==> src/rtl/display_scheduler.sv <==
// Frame sequencer for the six-digit seven-segment clock display. It snapshots the time or the edit buffer,
// strobes one digit per slot into DisplaySegment, and blinks the edited field. Option macro: LEADING_ZERO_BLANK_EN.
module display_scheduler #(
    parameter int SCAN_DIV  = 1000,
    parameter int BLINK_DIV = 25_000_000
) (
    input  logic        clock,
    input  logic        reset,
    input  logic [23:0] time_bcd,
    input  logic [23:0] set_bcd,
    input  logic        set_mode,
    input  logic [1:0]  field_sel,
    input  logic        freeze,
    output logic [5:0]  hexSeg,
    output logic [3:0]  valueIn0,
    output logic [3:0]  valueIn1,
    output logic [3:0]  valueIn2,
    output logic [3:0]  valueIn3,
    output logic [3:0]  valueIn4,
    output logic [3:0]  valueIn5,
    output logic        frame_done
);
    localparam int SCAN_W  = (SCAN_DIV > 1) ? $clog2(SCAN_DIV) : 1;
    localparam int BLINK_W = (BLINK_DIV > 1) ? $clog2(BLINK_DIV) : 1;
    localparam logic [SCAN_W-1:0]  SCAN_LAST  = SCAN_W'(SCAN_DIV - 1);
    localparam logic [BLINK_W-1:0] BLINK_LAST = BLINK_W'(BLINK_DIV - 1);

    typedef enum logic [1:0] {IDLE, LOAD, SCAN, DONE} stateT;

    stateT              state, stateNext;
    logic [23:0]        snapshot, snapshotNext;
    logic               frameSetMode, frameSetModeNext;
    logic [1:0]         frameField, frameFieldNext;
    logic               frameVis, frameVisNext;
    logic [2:0]         slotIdx, slotIdxNext;
    logic [SCAN_W-1:0]  slotCnt, slotCntNext;
    logic [BLINK_W-1:0] blinkCnt;
    logic               blinkVis;
    logic [5:0][3:0]    values, valuesNext;
    logic [5:0]         hexSegNext;
    logic               frameDoneNext;
    logic               lzBlankH1;

    function automatic logic [3:0] digitOf(input logic [23:0] snap, input logic [2:0] k);
        return snap[{k, 2'b00} +: 4];
    endfunction

    // field_sel encodes the digit pair as k/2, so field 3 can never match a digit
    function automatic logic [5:0] slotMask(input logic [2:0] k, input logic setMode,
                                            input logic [1:0] field, input logic vis,
                                            input logic lzBlank);
        logic blank;
        blank = (setMode && !vis && (field == k[2:1])) || (lzBlank && (k == 3'd5));
        return blank ? 6'd0 : (6'd1 << k);
    endfunction

`ifdef LEADING_ZERO_BLANK_EN
    assign lzBlankH1 = (snapshot[23:20] == 4'd0);
`else
    assign lzBlankH1 = 1'b0;
`endif

    assign valueIn0 = values[0];
    assign valueIn1 = values[1];
    assign valueIn2 = values[2];
    assign valueIn3 = values[3];
    assign valueIn4 = values[4];
    assign valueIn5 = values[5];

    always_ff @(posedge clock or negedge reset) begin
        if (!reset) begin
            blinkCnt <= '0;
            blinkVis <= 1'b1;
        end else if (blinkCnt == BLINK_LAST) begin
            blinkCnt <= '0;
            blinkVis <= ~blinkVis;
        end else begin
            blinkCnt <= blinkCnt + BLINK_W'(1);
        end
    end

    always_ff @(posedge clock or negedge reset) begin
        if (!reset) state <= IDLE;
        else        state <= stateNext;
    end

    always_comb begin
        stateNext        = state;
        snapshotNext     = snapshot;
        frameSetModeNext = frameSetMode;
        frameFieldNext   = frameField;
        frameVisNext     = frameVis;
        slotIdxNext      = slotIdx;
        slotCntNext      = slotCnt;
        valuesNext       = values;
        hexSegNext       = hexSeg;
        frameDoneNext    = 1'b0;
        case (state)
            IDLE: begin
                hexSegNext = '0;
                stateNext  = LOAD;
            end
            LOAD: begin
                // slot 0 is entered on this same edge, so it uses the incoming snapshot and mode
                if (!freeze) snapshotNext = set_mode ? set_bcd : time_bcd;
                frameSetModeNext = set_mode;
                frameFieldNext   = field_sel;
                frameVisNext     = blinkVis;
                slotIdxNext      = 3'd0;
                slotCntNext      = '0;
                valuesNext[0]    = snapshotNext[3:0];
                hexSegNext       = slotMask(3'd0, set_mode, field_sel, blinkVis, 1'b0);
                stateNext        = SCAN;
            end
            SCAN: begin
                if (slotCnt == SCAN_LAST) begin
                    slotCntNext = '0;
                    if (slotIdx == 3'd5) begin
                        hexSegNext    = '0;
                        frameDoneNext = 1'b1;
                        stateNext     = DONE;
                    end else begin
                        slotIdxNext             = slotIdx + 3'd1;
                        valuesNext[slotIdxNext] = digitOf(snapshot, slotIdxNext);
                        hexSegNext              = slotMask(slotIdxNext, frameSetMode, frameField,
                                                           frameVis, lzBlankH1);
                    end
                end else begin
                    slotCntNext = slotCnt + SCAN_W'(1);
                end
            end
            DONE: begin
                hexSegNext = '0;
                stateNext  = LOAD;
            end
            default: stateNext = IDLE;
        endcase
    end

    always_ff @(posedge clock or negedge reset) begin
        if (!reset) begin
            snapshot     <= '0;
            frameSetMode <= 1'b0;
            frameField   <= 2'd3;
            frameVis     <= 1'b1;
            slotIdx      <= '0;
            slotCnt      <= '0;
            values       <= '0;
            hexSeg       <= '0;
            frame_done   <= 1'b0;
        end else begin
            snapshot     <= snapshotNext;
            frameSetMode <= frameSetModeNext;
            frameField   <= frameFieldNext;
            frameVis     <= frameVisNext;
            slotIdx      <= slotIdxNext;
            slotCnt      <= slotCntNext;
            values       <= valuesNext;
            hexSeg       <= hexSegNext;
            frame_done   <= frameDoneNext;
        end
    end
endmodule

==> config.mk <==
export PLATFORM = sky130hd
export DESIGN_NAME = display_scheduler
export DESIGN_NICKNAME = d
export VERILOG_FILES = /design/src/rtl/display_scheduler.sv
export SDC_FILE = /design/constraint.sdc
export NUM_CORES = 1
export LEC_CHECK = 0
export CAP_MARGIN = 10
export CORE_ASPECT_RATIO = 1.4
export CORE_MARGIN = 2
export CORE_UTILIZATION = 40
export DETAILED_ROUTE_END_ITERATION = 12
export PLACE_DENSITY_LB_ADDON = 0.12
export SLEW_MARGIN = 20
export SYNTH_ARGS = -nofsm -noshare
export SYNTH_HDL_FRONTEND = slang
export SYNTH_SLANG_ARGS = --single-unit
==> constraint.sdc <==
create_clock -name clock -period 7.1 [get_ports clock]
set_clock_uncertainty 0.15 [all_clocks]
set_input_delay 1.42 -clock clock [delete_from_list [all_inputs] [get_ports clock]]
set_output_delay 1.42 -clock clock [all_outputs]
set_load 0.01 [all_outputs]
Word level (Yosys, flattened, before mapping)
Index checks and enable logic that the tools add are counted.
W data, S select, Z words.
{"block": "totals", "out_inout_bits": 31, "elab_cells": 78, "in_bits": 54, "ff_bits": 100}
{"block": "classes", "n_lt_le_gt_ge": 2, "n_addsub": 3, "n_shift": 2, "bitwise": 3, "n_reduce_logical": 15, "n_eq_ne": 10, "mux": 25}
{"cell": "$add A25 B1 Y25 const B", "count": 1}
{"cell": "$eq A25 B25 Y1 const B", "count": 1}
{"cell": "$mux W25", "count": 1}
{"cell": "$bwmux W24", "count": 1}
{"cell": "$mux W24", "count": 1}
{"cell": "$shiftx A24 B6 Y4", "count": 1}
{"cell": "$pmux W10 S2", "count": 1}
{"cell": "$mux W6", "count": 3}
{"cell": "$pmux W6 S3", "count": 1}
{"cell": "$mux W4", "count": 4}
{"cell": "$demux W4 S3", "count": 1}
{"cell": "$add A10 B1 Y10 const B", "count": 1}
{"cell": "$eq A10 B10 Y1 const B", "count": 1}
{"cell": "$mux W10", "count": 1}
{"cell": "$pmux W4 S2", "count": 1}
{"cell": "$mux W3", "count": 2}
{"cell": "$ne A2 B2 Y1 const B", "count": 3}
{"cell": "$pmux W2 S3", "count": 1}
{"cell": "$pmux W3 S2", "count": 1}
{"cell": "$reduce_and A3 Y1", "count": 2}
{"cell": "$shl A1 B3 Y6 const A", "count": 1}
{"cell": "$logic_and A1 B1 Y1", "count": 5}
{"cell": "$eq A2 B2 Y1 const B", "count": 2}
{"cell": "$logic_not A2 Y1", "count": 2}
{"cell": "other kinds (13)", "count": 21}

Logic depth before layout (Yosys ltp)
{"block": "depth", "word_depth": 9, "mapped_depth": 8, "depth_no_buf": 6}

Least setup slack after synthesis
No wires, ideal clock.
{"block": "synth_timing", "path_kind": "input to register", "from": "input set_mode", "to": "register hexSeg[0]", "setup_ns": 0.125, "setup_slack_ns": 4.388, "t_arrival_ns": 2.437, "path_buffers": 1, "required_ns": 6.825, "stages": 5, "path_cell_list": "clkbuf_1 -> inv_1 -> o41ai_1 -> o21ai_0 -> mux2_2"}
{"block": "synth_between", "elab_chain_cells": 4}
{"element": "start: declaration", "line": "11", "rtl": "input logic set_mode,"}
{"element": "$logic_and A1 B1 Y1 (2 in a row)", "line": "53", "rtl": "blank = (setMode && !vis && (field == k[2:1])) || (lzBlank && (k == 3'd5));"}
{"element": "$mux W1", "line": "54", "rtl": "return blank ? 6'd0 : (6'd1 << k);"}
{"element": "$pmux W6 S3", "line": "98", "rtl": "case (state)"}
{"element": "end signal: assignment", "line": "159", "rtl": "hexSeg <= hexSegNext;"}
{"element": "end: declaration", "line": "14", "rtl": "output logic [5:0] hexSeg,"}
Every way passes these cells.
A chain may end at the register's enable or synchronous reset.

Worst setup path in the final report
{"block": "layout_timing", "from": "register slotIdx[0]", "to": "register values, in the netlist valueIn3[3]"}
{"block": "layout_between", "elab_chain_cells": 6, "word_cells_on_any_way": 11, "classes_between": "1 x add/sub; 2 x order compare; 1 x eq/ne; 1 x shift; 3 x mux; 1 x bitwise; 2 x reduce/logical"}
{"element": "start: declaration", "line": "35", "rtl": "logic [2:0] slotIdx, slotIdxNext;"}
{"element": "start signal: assignment", "line": "156", "rtl": "slotIdx <= slotIdxNext;"}
{"element": "$add A3 B1 Y3", "line": "123", "rtl": "slotIdxNext = slotIdx + 3'd1;"}
{"element": "$lt A3 B4 Y1 (not written as such) / $ge A3 B1 Y1 (equally long branches)", "line": "124", "rtl": "valuesNext[slotIdxNext] = digitOf(snapshot, slotIdxNext);"}
{"element": "$logic_and A1 B1 Y1 (not written as such)", "line": "124"}
{"element": "$mux W4 (not written as such)", "line": "124"}
{"element": "$demux W4 S3", "line": "124"}
{"element": "$bwmux W24", "line": "124"}
{"element": "end signal: assignment", "line": "158", "rtl": "values <= valuesNext;"}
{"element": "end: declaration", "line": "39", "rtl": "logic [5:0][3:0] values, valuesNext;"}
Several ways; a longest one is shown, not always the timed one.

==> results.ini <==
[synthesis]
synth_area_leaders=dfrtp_1 48%, mux2_2 6.9%, mux2i_1 6.8%, o21ai_0 4.4%, nand2_1 4.0%
synth_edf_count=0
synth-xor-area-share=0.04349
synth_nets=529
synth_top_family_by_area=simple AND/OR/NAND/NOR gates
ys_ff_latch=100
synth-main-ff-cell=dfrtp_1
synth.yosys.warnings=0
syn_area_mm2=0.005035
synth-simple-area-share=0.1690
synth_fa_ha_area_frac=0.02237
synth_top_area_share=0.4771
yosys.area.top_type=dfrtp_1
synth-compound-area-share=0.08673
async_flop_share=1.000
synthDistinctLibCells=57
syn_inst=466
seq_area_frac_synth=0.4980
synthMuxAreaShare=0.1503
avgSynthCellArea_um2=10.80

[cts]
cts_sinks=100
cts_tree=yes
cts-resized-gates=0
root_buffer=clkbuf_16
cts_buffers=9
cts_buffer_depth=2
clkTransAtPathRegs_ps=70
post_cts_buffers=0
cts-htree-levels=3
hold_buffers=0
clock_latency_ps=340

[floorplanning]
ios=85
start_util=0.4089
num_rows=48
die_area_mm2=0.01351
core_mm2=0.01231
fp.dieH_um=136.7
die_w_um=98.82

[worst_setup_path]
crit_chain=ha_1 > xor2_1 > mux4_2 > mux2_2 > mux2_2
cp-end-kind=flop
critPathRequiredTime_ps=7180
rr_endpoint=valueIn3[3]
max_stage_delay_ps=740
reg2reg_depth=5
cp-start-kind=flop
critPathTopFamily=multiplexers
critPathArrivalTime_ps=3210
crit_buf_inv=0
crit_slowest_cell=dfrtp_1
critPathKind=flop to flop
crit_fanout=16
reg2reg_slack_ps=3970
timing.rr.start=slotIdx[0]
cp_common_cell=mux2_2

[global_routing]
groute.usage.overall=0.1761
grt_overflow=0
grt_antenna_before_repair=0
grt_pass1_vias=3753
grt_max_degree=73
grt_pass1_wl_um=18760

[job]
drv_cap=0

[route]
wl_per_cell_um=16.43
wl_met2_um=6227
dr.pass1.iters=4
routed.top_layer=met4
wl_met3_um=392
first_iter_violations=126
vias=3758
met1_length_um=4637
final_antenna_net_count=0
drc=0
viasPerCell=5.384
wl_um=11470

[min_path]
min_path_cells=2
hold_start=snapshot[15]
worstHoldEndpoint=snapshot[15]
hold_class=flop to flop

[sta]
fin_crit_ps=3135
setup_violations=0
hold_viol_final=0
maxSlewViolCount=0
maxSlewHeadroom=0.2942
tns_ps=0
worst_pin_slew_ps=1053
fmax_mhz=319.0
timing.final.crit_share=0.4415
rsz0062_at_grt=false

[placement]
routabilityCongestion=0.7995
dp.cells=682
placed_area_mm2=0.005984
place_hpwl_um=8570
port_buffers=84

[pwr]
leakagePower_nw=2.746
p_switching_w=0.0002720
p_comb_frac=0.068
max-vdd-ir-drop_uv=113.9
p_seq_frac=0.515
power-per-cell-area_mw_per_mm2=182.1
report.power.total_w=0.001145
clkPwrFrac=0.418
p_sw_frac=0.2375
intPower_w=0.0008731

[layout]
fillers=1148
final_cell_area_mm2=0.006289
layout_common_cells=96 x dfrtp_1, 83 x clkdlybuf4s50_1, 53 x nand2_1
drive_gt1_frac=0.1241
stdcell_count=698
layout_commonest_cell=dfrtp_1
final_util=0.5108
finalNetCount=606
layout.area.seq_mm2=0.002507
syn_to_final_growth_pct=24.90
n_antenna_cell=0
multi_input_area_mm2=0.002382

[run_status]
status=finished, final reports clean

cell families after synthesis:
| logic type | after synthesis |
|---|---|
| XOR/XNOR | 25 |
| buffers and inverters | 35 |
| multiplexers | 68 |
| flip-flops | 100 |
| adder cells (fa/ha/maj) | 9 |
| AND/OR/NAND/NOR | 158 |
| AO/OA/AOI/OAI | 71 |
routing by layer:
metal	track usage	up-vias
met5	0	-
met4	0.05936	0
met3	0.03524	14
met2	0.3176	80
met1	0.2084	1837
li1	-	1827
how the worst max path moves through the flow:
stage	startpoint	endpoint	slack, ps	depth (start not counted)
floorplan	set_mode	hexSeg[0]	4390	5
global placement	set_mode	hexSeg[0]	3740	6
detailed placement	set_mode	hexSeg[0]	3770	6
CTS	slotIdx[0]	valueIn3[3]	3930	5
global route	slotIdx[0]	valueIn1[3]	3760	5
finish	slotIdx[0]	valueIn3[3]	3970	5
power groups by stage:
| stage | combinational [W] | sequential [W] | clock [W] |
|---|---|---|---|
| after global routing | 0.0000862 | 0.000590 | 0.000517 |
| after CTS | 0.0000798 | 0.000589 | 0.000495 |
| after floorplan | 0.0000278 | 0.000598 | 0 |
| after detailed placement | 0.0000797 | 0.000601 | 0 |
| final | 0.0000775 | 0.000589 | 0.000478 |
| after global placement | 0.0000785 | 0.000600 | 0 |
worst register-to-register path: cells and delay by family, from the launching register on:
family	cells	cell delay, ps
muxes	3	1060
DFF	1	740
adders and majority gates	1	340
xor gates and xnor gates	1	740
state kept, by name (all words and copies together) (netlist names):
| register | cells |
|---|---|
| blinkCnt | 25 |
| snapshot | 24 |
| slotCnt | 10 |
| hexSeg | 6 |
| valueIn0 | 4 |
| valueIn1 | 4 |
| valueIn2 | 4 |
| valueIn3 | 4 |
| valueIn4 | 4 |
| valueIn5 | 4 |
| slotIdx | 3 |
| frameField | 2 |
| state | 2 |
| blinkVis | 1 |
| frameSetMode | 1 |
| frameVis | 1 |
| frame_done | 1 |
metrics by stage:
| stage | setup WS (ps) | hold WS, ps |
|---|---|---|
| after CTS | 3929 | 336.1 |
| after global routing | 3762 | 353.8 |
| final | 3965 | 330.7 |
| after detailed placement | 3769 | 319.6 |
| after floorplan | 4388 | 294.6 |
| after global placement | 3742 | 314.3 |
cell type report:
type	count	area share
sequential	100	0.3987
inverter	14	0.008357
tap	150	0.02984
timing repair buffer	87	0.1369
clock buffer	9	0.03581
multi-input combinational	331	0.3788
clock inverter	7	0.01154
synth_stat cells, types with 2 or more instances:
| master | instances |
|---|---|
| dfrtp_1 | 96 |
| mux2i_1 | 34 |
| nor2_1 | 26 |
| buf_2 | 6 |
| xnor2_1 | 14 |
| nand3_1 | 13 |
| xor2_1 | 11 |
| nand2_1 | 53 |
| clkbuf_1 | 12 |
| o2bb2ai_1 | 4 |
| nor2b_1 | 4 |
| ha_1 | 9 |
| and3_1 | 6 |
| and4_1 | 7 |
| mux2_2 | 31 |
| dfstp_2 | 4 |
| nor4b_1 | 4 |
| inv_1 | 13 |
| a21oi_1 | 6 |
| nor3_1 | 5 |
| nor4_1 | 4 |
| o21ai_0 | 44 |
| nand4_1 | 19 |
| nand4b_1 | 3 |
| mux4_2 | 3 |
| a22o_1 | 3 |
| or3_1 | 2 |
Note: power is estimated with default switching activity, not from simulation.
